$ cat src/rtl/axi4lite_master_bridge.sv
// Single-outstanding AXI4-lite initiator: converts a simple valid/ready CPU request
// into one AXI4-lite read or write and returns a one-cycle completion pulse.
module axi4lite_master_bridge #(
    parameter int ADDR_WIDTH = 32,
    parameter int DATA_WIDTH = 32,
    parameter logic [2:0] PROT_VALUE = 3'b000
) (
    input  logic                      ACLK,
    input  logic                      ARESET,
    input  logic                      req_valid,
    output logic                      req_ready,
    input  logic                      req_write,
    input  logic [ADDR_WIDTH-1:0]     req_addr,
    input  logic [DATA_WIDTH-1:0]     req_wdata,
    input  logic [DATA_WIDTH/8-1:0]   req_wstrb,
    output logic                      rsp_valid,
    output logic [DATA_WIDTH-1:0]     rsp_rdata,
    output logic                      rsp_err,
    output logic                      AWVALID,
    input  logic                      AWREADY,
    output logic [ADDR_WIDTH-1:0]     AWADDR,
    output logic [2:0]                AWPROT,
    output logic                      WVALID,
    input  logic                      WREADY,
    output logic [DATA_WIDTH-1:0]     WDATA,
    output logic [DATA_WIDTH/8-1:0]   WSTRB,
    input  logic                      BVALID,
    output logic                      BREADY,
    input  logic [1:0]                BRESP,
    output logic                      ARVALID,
    input  logic                      ARREADY,
    output logic [ADDR_WIDTH-1:0]     ARADDR,
    output logic [2:0]                ARPROT,
    input  logic                      RVALID,
    output logic                      RREADY,
    input  logic [DATA_WIDTH-1:0]     RDATA,
    input  logic [1:0]                RRESP
);

    typedef enum logic [2:0] {IDLE, WR_REQ, WR_RESP, RD_REQ, RD_RESP} state_t;

    state_t state_reg;
    logic   aw_done_reg;
    logic   w_done_reg;
    logic   aw_hs;
    logic   w_hs;

    assign req_ready = (state_reg == IDLE);
    assign AWPROT    = PROT_VALUE;
    assign ARPROT    = PROT_VALUE;
    assign aw_hs     = AWVALID && AWREADY;
    assign w_hs      = WVALID && WREADY;

    always_ff @(posedge ACLK or posedge ARESET) begin
        if (ARESET) begin
            state_reg   <= IDLE;
            aw_done_reg <= 1'b0;
            w_done_reg  <= 1'b0;
            AWVALID     <= 1'b0;
            WVALID      <= 1'b0;
            ARVALID     <= 1'b0;
            BREADY      <= 1'b0;
            RREADY      <= 1'b0;
            rsp_valid   <= 1'b0;
            rsp_err     <= 1'b0;
            rsp_rdata   <= '0;
            AWADDR      <= '0;
            ARADDR      <= '0;
            WDATA       <= '0;
            WSTRB       <= '0;
        end else begin
            rsp_valid <= 1'b0;
            case (state_reg)
                IDLE: begin
                    if (req_valid) begin
                        if (req_write) begin
                            AWADDR      <= req_addr;
                            WDATA       <= req_wdata;
                            WSTRB       <= req_wstrb;
                            AWVALID     <= 1'b1;
                            WVALID      <= 1'b1;
                            aw_done_reg <= 1'b0;
                            w_done_reg  <= 1'b0;
                            state_reg   <= WR_REQ;
                        end else begin
                            ARADDR    <= req_addr;
                            ARVALID   <= 1'b1;
                            state_reg <= RD_REQ;
                        end
                    end
                end
                WR_REQ: begin
                    // AW and W retire independently; move on once both are done,
                    // counting a handshake landing in this very cycle.
                    if (aw_hs) begin
                        AWVALID     <= 1'b0;
                        aw_done_reg <= 1'b1;
                    end
                    if (w_hs) begin
                        WVALID     <= 1'b0;
                        w_done_reg <= 1'b1;
                    end
                    if ((aw_done_reg || aw_hs) && (w_done_reg || w_hs)) begin
                        BREADY    <= 1'b1;
                        state_reg <= WR_RESP;
                    end
                end
                WR_RESP: begin
                    if (BVALID) begin
                        BREADY    <= 1'b0;
                        rsp_valid <= 1'b1;
                        rsp_err   <= (BRESP != 2'b00);
                        rsp_rdata <= '0;
                        state_reg <= IDLE;
                    end
                end
                RD_REQ: begin
                    if (ARREADY) begin
                        ARVALID   <= 1'b0;
                        RREADY    <= 1'b1;
                        state_reg <= RD_RESP;
                    end
                end
                RD_RESP: begin
                    if (RVALID) begin
                        RREADY    <= 1'b0;
                        rsp_valid <= 1'b1;
                        rsp_err   <= (RRESP != 2'b00);
                        rsp_rdata <= RDATA;
                        state_reg <= IDLE;
                    end
                end
                default: state_reg <= IDLE;
            endcase
        end
    end

endmodule

$ cat config.mk
export PLATFORM = sky130hd
export DESIGN_NAME = axi4lite_master_bridge
export DESIGN_NICKNAME = d
export VERILOG_FILES = /design/src/rtl/axi4lite_master_bridge.sv
export SDC_FILE = /design/constraint.sdc
export NUM_CORES = 1
export LEC_CHECK = 0
export CAP_MARGIN = 25
export CELL_PAD_IN_SITES_DETAIL_PLACEMENT = 1
export CELL_PAD_IN_SITES_GLOBAL_PLACEMENT = 1
export CORE_UTILIZATION = 32
export DETAILED_ROUTE_END_ITERATION = 10
export PLACE_DENSITY = 0.79
export RECOVER_POWER = 50
export REMOVE_ABC_BUFFERS = 1
export SETUP_SLACK_MARGIN = 0.05
export SLEW_MARGIN = 30
export SYNTH_ARGS = -nofsm -noshare
export SYNTH_HDL_FRONTEND = slang
export SYNTH_SLANG_ARGS = --single-unit
$ cat constraint.sdc
create_clock -name ACLK -period 6.44 [get_ports ACLK]
set_input_delay 1.288 -clock ACLK [delete_from_list [all_inputs] [get_ports ACLK]]
set_output_delay 1.288 -clock ACLK [all_outputs]
set_load 0.05 [all_outputs]
==> key figures <==
Outcome
  • Outcome: complete, but fails checks
  • Failing checks: capacitance limit, slew limit

Yosys
  • Simple-Gate Fraction of Synth Area: 2.79%
  • Synthesized area per cell: 15.6 um^2
  • Post-synthesis mux area share: 20.8%
  • Yosys top cell by area: dfrtp_1
  • Yosys reg bits: 144
  • Synth cell count leaders: dfrtp_1, mux2_1, a22o_1
  • YS warnings: 0
  • Area contributors post-synth: dfrtp_1, mux2_1, a22o_1
  • Main combinational cell family by area after synthesis: multiplexers
  • Synth Instances: 354
  • Post-Syn Area: 5520 um^2
  • Synth unique cells: 33
  • Number of synthesized flops with an enable pin: 0
  • Register area share after synthesis: 65.3%
  • Share of the synthesized area in the top cell type: 65.3%
  • Asr flop ratio synth: 100%
  • Count leader, synth: dfrtp_1
  • Main synth FF type: dfrtp_1
  • Synth Area in XOR/XNOR: 0%
  • Post-synthesis adder-cell area fraction: 0%
  • Synth Area in Compound Gates: 7.16%

Timing
  • Max-slew violation count: 75
  • Final Skew: 0.00946 ns
  • Fin crit share: 56.9%
  • Final setup violation count: 0
  • Achievable frequency: 273 MHz
  • Worst-Margin Slew: 1.85 ns
  • Final setup TNS: 0 ns
  • Unrepaired setup endpoints after global routing: no
  • Final WS setup: 2.77 ns
  • Final Hold Fails: 0
  • Slew HR: -23.3%
  • Minimum clock period: 3.67 ns

Setup path
  • Critical Path RT: 6.71 ns
  • Buffers & Inverters on Critical Path: 1
  • Slowest-stage cell, CP: nand3b_1
  • Worst path max stage delay: 1.21 ns
  • CP arrival: 3.94 ns
  • Startpoint Class: input pin
  • FF-to-FF Start: state_reg[0]
  • CP Max Fanout: 33
  • CP top delay family: simple AND/OR/NAND/NOR gates
  • Cell chain of the critical path: dlygate4sd3_1, nand3b_1, mux2_1
  • Critical path endpoint: ARADDR[16]
  • WS Path Type: in -> reg
  • Flop2flop setup slack: 3.47 ns
  • Depth of the most critical reg-to-reg path: 3
  • Worst setup EP type: flop
  • Critical Path Source: req_valid
  • Worst R2R End: ARADDR[16]
  • Worst path depth: 3

Clocking
  • CTS buffer count: 17
  • CTS tree: built
  • Clk sinks: 144
  • Clock tree buffer depth: 2
  • Resized Gates After CTS: 0
  • Worst-skew pair later-pin latency: 0.41 ns
  • Htree depth: 4
  • CTS root buffer: clkbuf_16
  • Hold_buf cts: 0
  • Postcts setup bufs: 0
  • Clk slew on worst S/H paths: 0.06 ns

GRT
  • Gr usage total: 18.1%
  • Initial antenna violation count: 1
  • Vias in the first global route: 4500
  • GR Overflow Total: 0
  • Largest net degree at the start of global routing: 94
  • First-pass GRT wire length: 24700 um

Route
  • DR WL/cell: 18.2 um
  • Iteration-0 DRC Markers: 99
  • # DRC: 0
  • TritonRoute pass-1 iters: 3
  • Drt via density: 4.65
  • Via count: 3890
  • Final WL: 15300 um
  • ANT nets after route: 0

Floorplan
  • Die Ht: 133 um
  • IO Pins: 259
  • Die Area: 17800 um^2
  • CORE AREA: 16700 um^2
  • # rows: 47
  • Initial Utilization: 33.1%
  • Die X: 133 um

Finish
  • Fill cell count: 1700
  • Sequential cell area: 3600 um^2
  • # nets final: 716
  • P&R area growth vs syn: 57.7%
  • Non-Filler Instances: 837
  • Final Util: 52.1%
  • Share of layout cells above drive strength 1: 6.17%
  • Area occupied by multi-input gates: 1720 um^2

Placement
  • Port Buffer Count: 252
  • Setup WS pre-CTS: 3.01 ns
  • Placed cells: 804
  • GPL Wtd Cong: 0.702
  • DP Wirelength: 11100 um

Min path
  • Worst Hold Class: reg -> reg

Run
  • Max_cap viols: 2
[worst min-delay path by stage]
stage                start  slack, ns  cells past startpoint           to
2_1_floorplan  aw_done_reg       0.46                      2  aw_done_reg
3_3_place_gp     WDATA[24]       0.47                      1    WDATA[24]
3_5_place_dp     WDATA[25]       0.48                      1    WDATA[25]
4_1_cts          WDATA[18]       0.49                      1    WDATA[18]
5_1_grt          AWADDR[5]       0.50                      1    AWADDR[5]
6_report         AWADDR[5]       0.48                      1    AWADDR[5]
[routing by layer]
metal | GRT usage, % | share of wire (%) | up-vias
met1 | 20.5 | 39 | 1937
met5 | 0 | 0 | -
met3 | 7.23 | 8.5 | 20
met2 | 30.6 | 50 | 176
met4 | 6.88 | 2.1 | 0
li1 | - | - | 1757
[area by class of cell]
cell class | instances | area share, %
clock buffer | 19 | 5.09
antenna | 1 | 0.0287
inverter | 5 | 0.273
tap | 220 | 3.16
multi-input combinational | 182 | 19.7
timing repair buffer | 253 | 29.1
clock inverter | 13 | 1.31
sequential | 144 | 41.4
[cell usage in the layout (no fill, tap or decap), types with 4 or more instances in the layout]
cell	netlist	layout
conb_1	1	6
a21oi_1	4	4
dlygate4sd3_1	0	38
clkinv_2	0	4
clkdlybuf4s50_1	0	214
mux2_1	101	101
clkbuf_16	0	17
a22o_1	32	32
nor2_1	9	9
clkinvlp_4	0	5
dfrtp_1	144	144
nand2_1	4	4
[worst reg2reg max path, cell delays in order, from the launching register on]
cell	delay, ns
dfrtp_1	0.52
nor3_4	0.30
nand3b_1	1.21
mux2_1	0.81
[metrics by stage]
step           hold WS (ns)  instance area (um^2)
2_1_floorplan         0.463                  5340
3_3_place_gp          0.468                  8150
3_5_place_dp          0.478                  8160
4_1_cts               0.493                  8710
5_1_grt               0.498                  8710
6_report              0.481                  8710
[cell families (layout without fill, tap and decap cells)]
group | after synthesis | in the layout
flip-flops | 144 | 144
AO/OA/AOI/OAI | 49 | 49
other | 1 | 7
multiplexers | 102 | 102
AND/OR/NAND/NOR | 25 | 25
buffers and inverters | 33 | 290
Power is not shown: default switching activity piles up to over one toggle a cycle in this logic, so the estimate is an artifact.
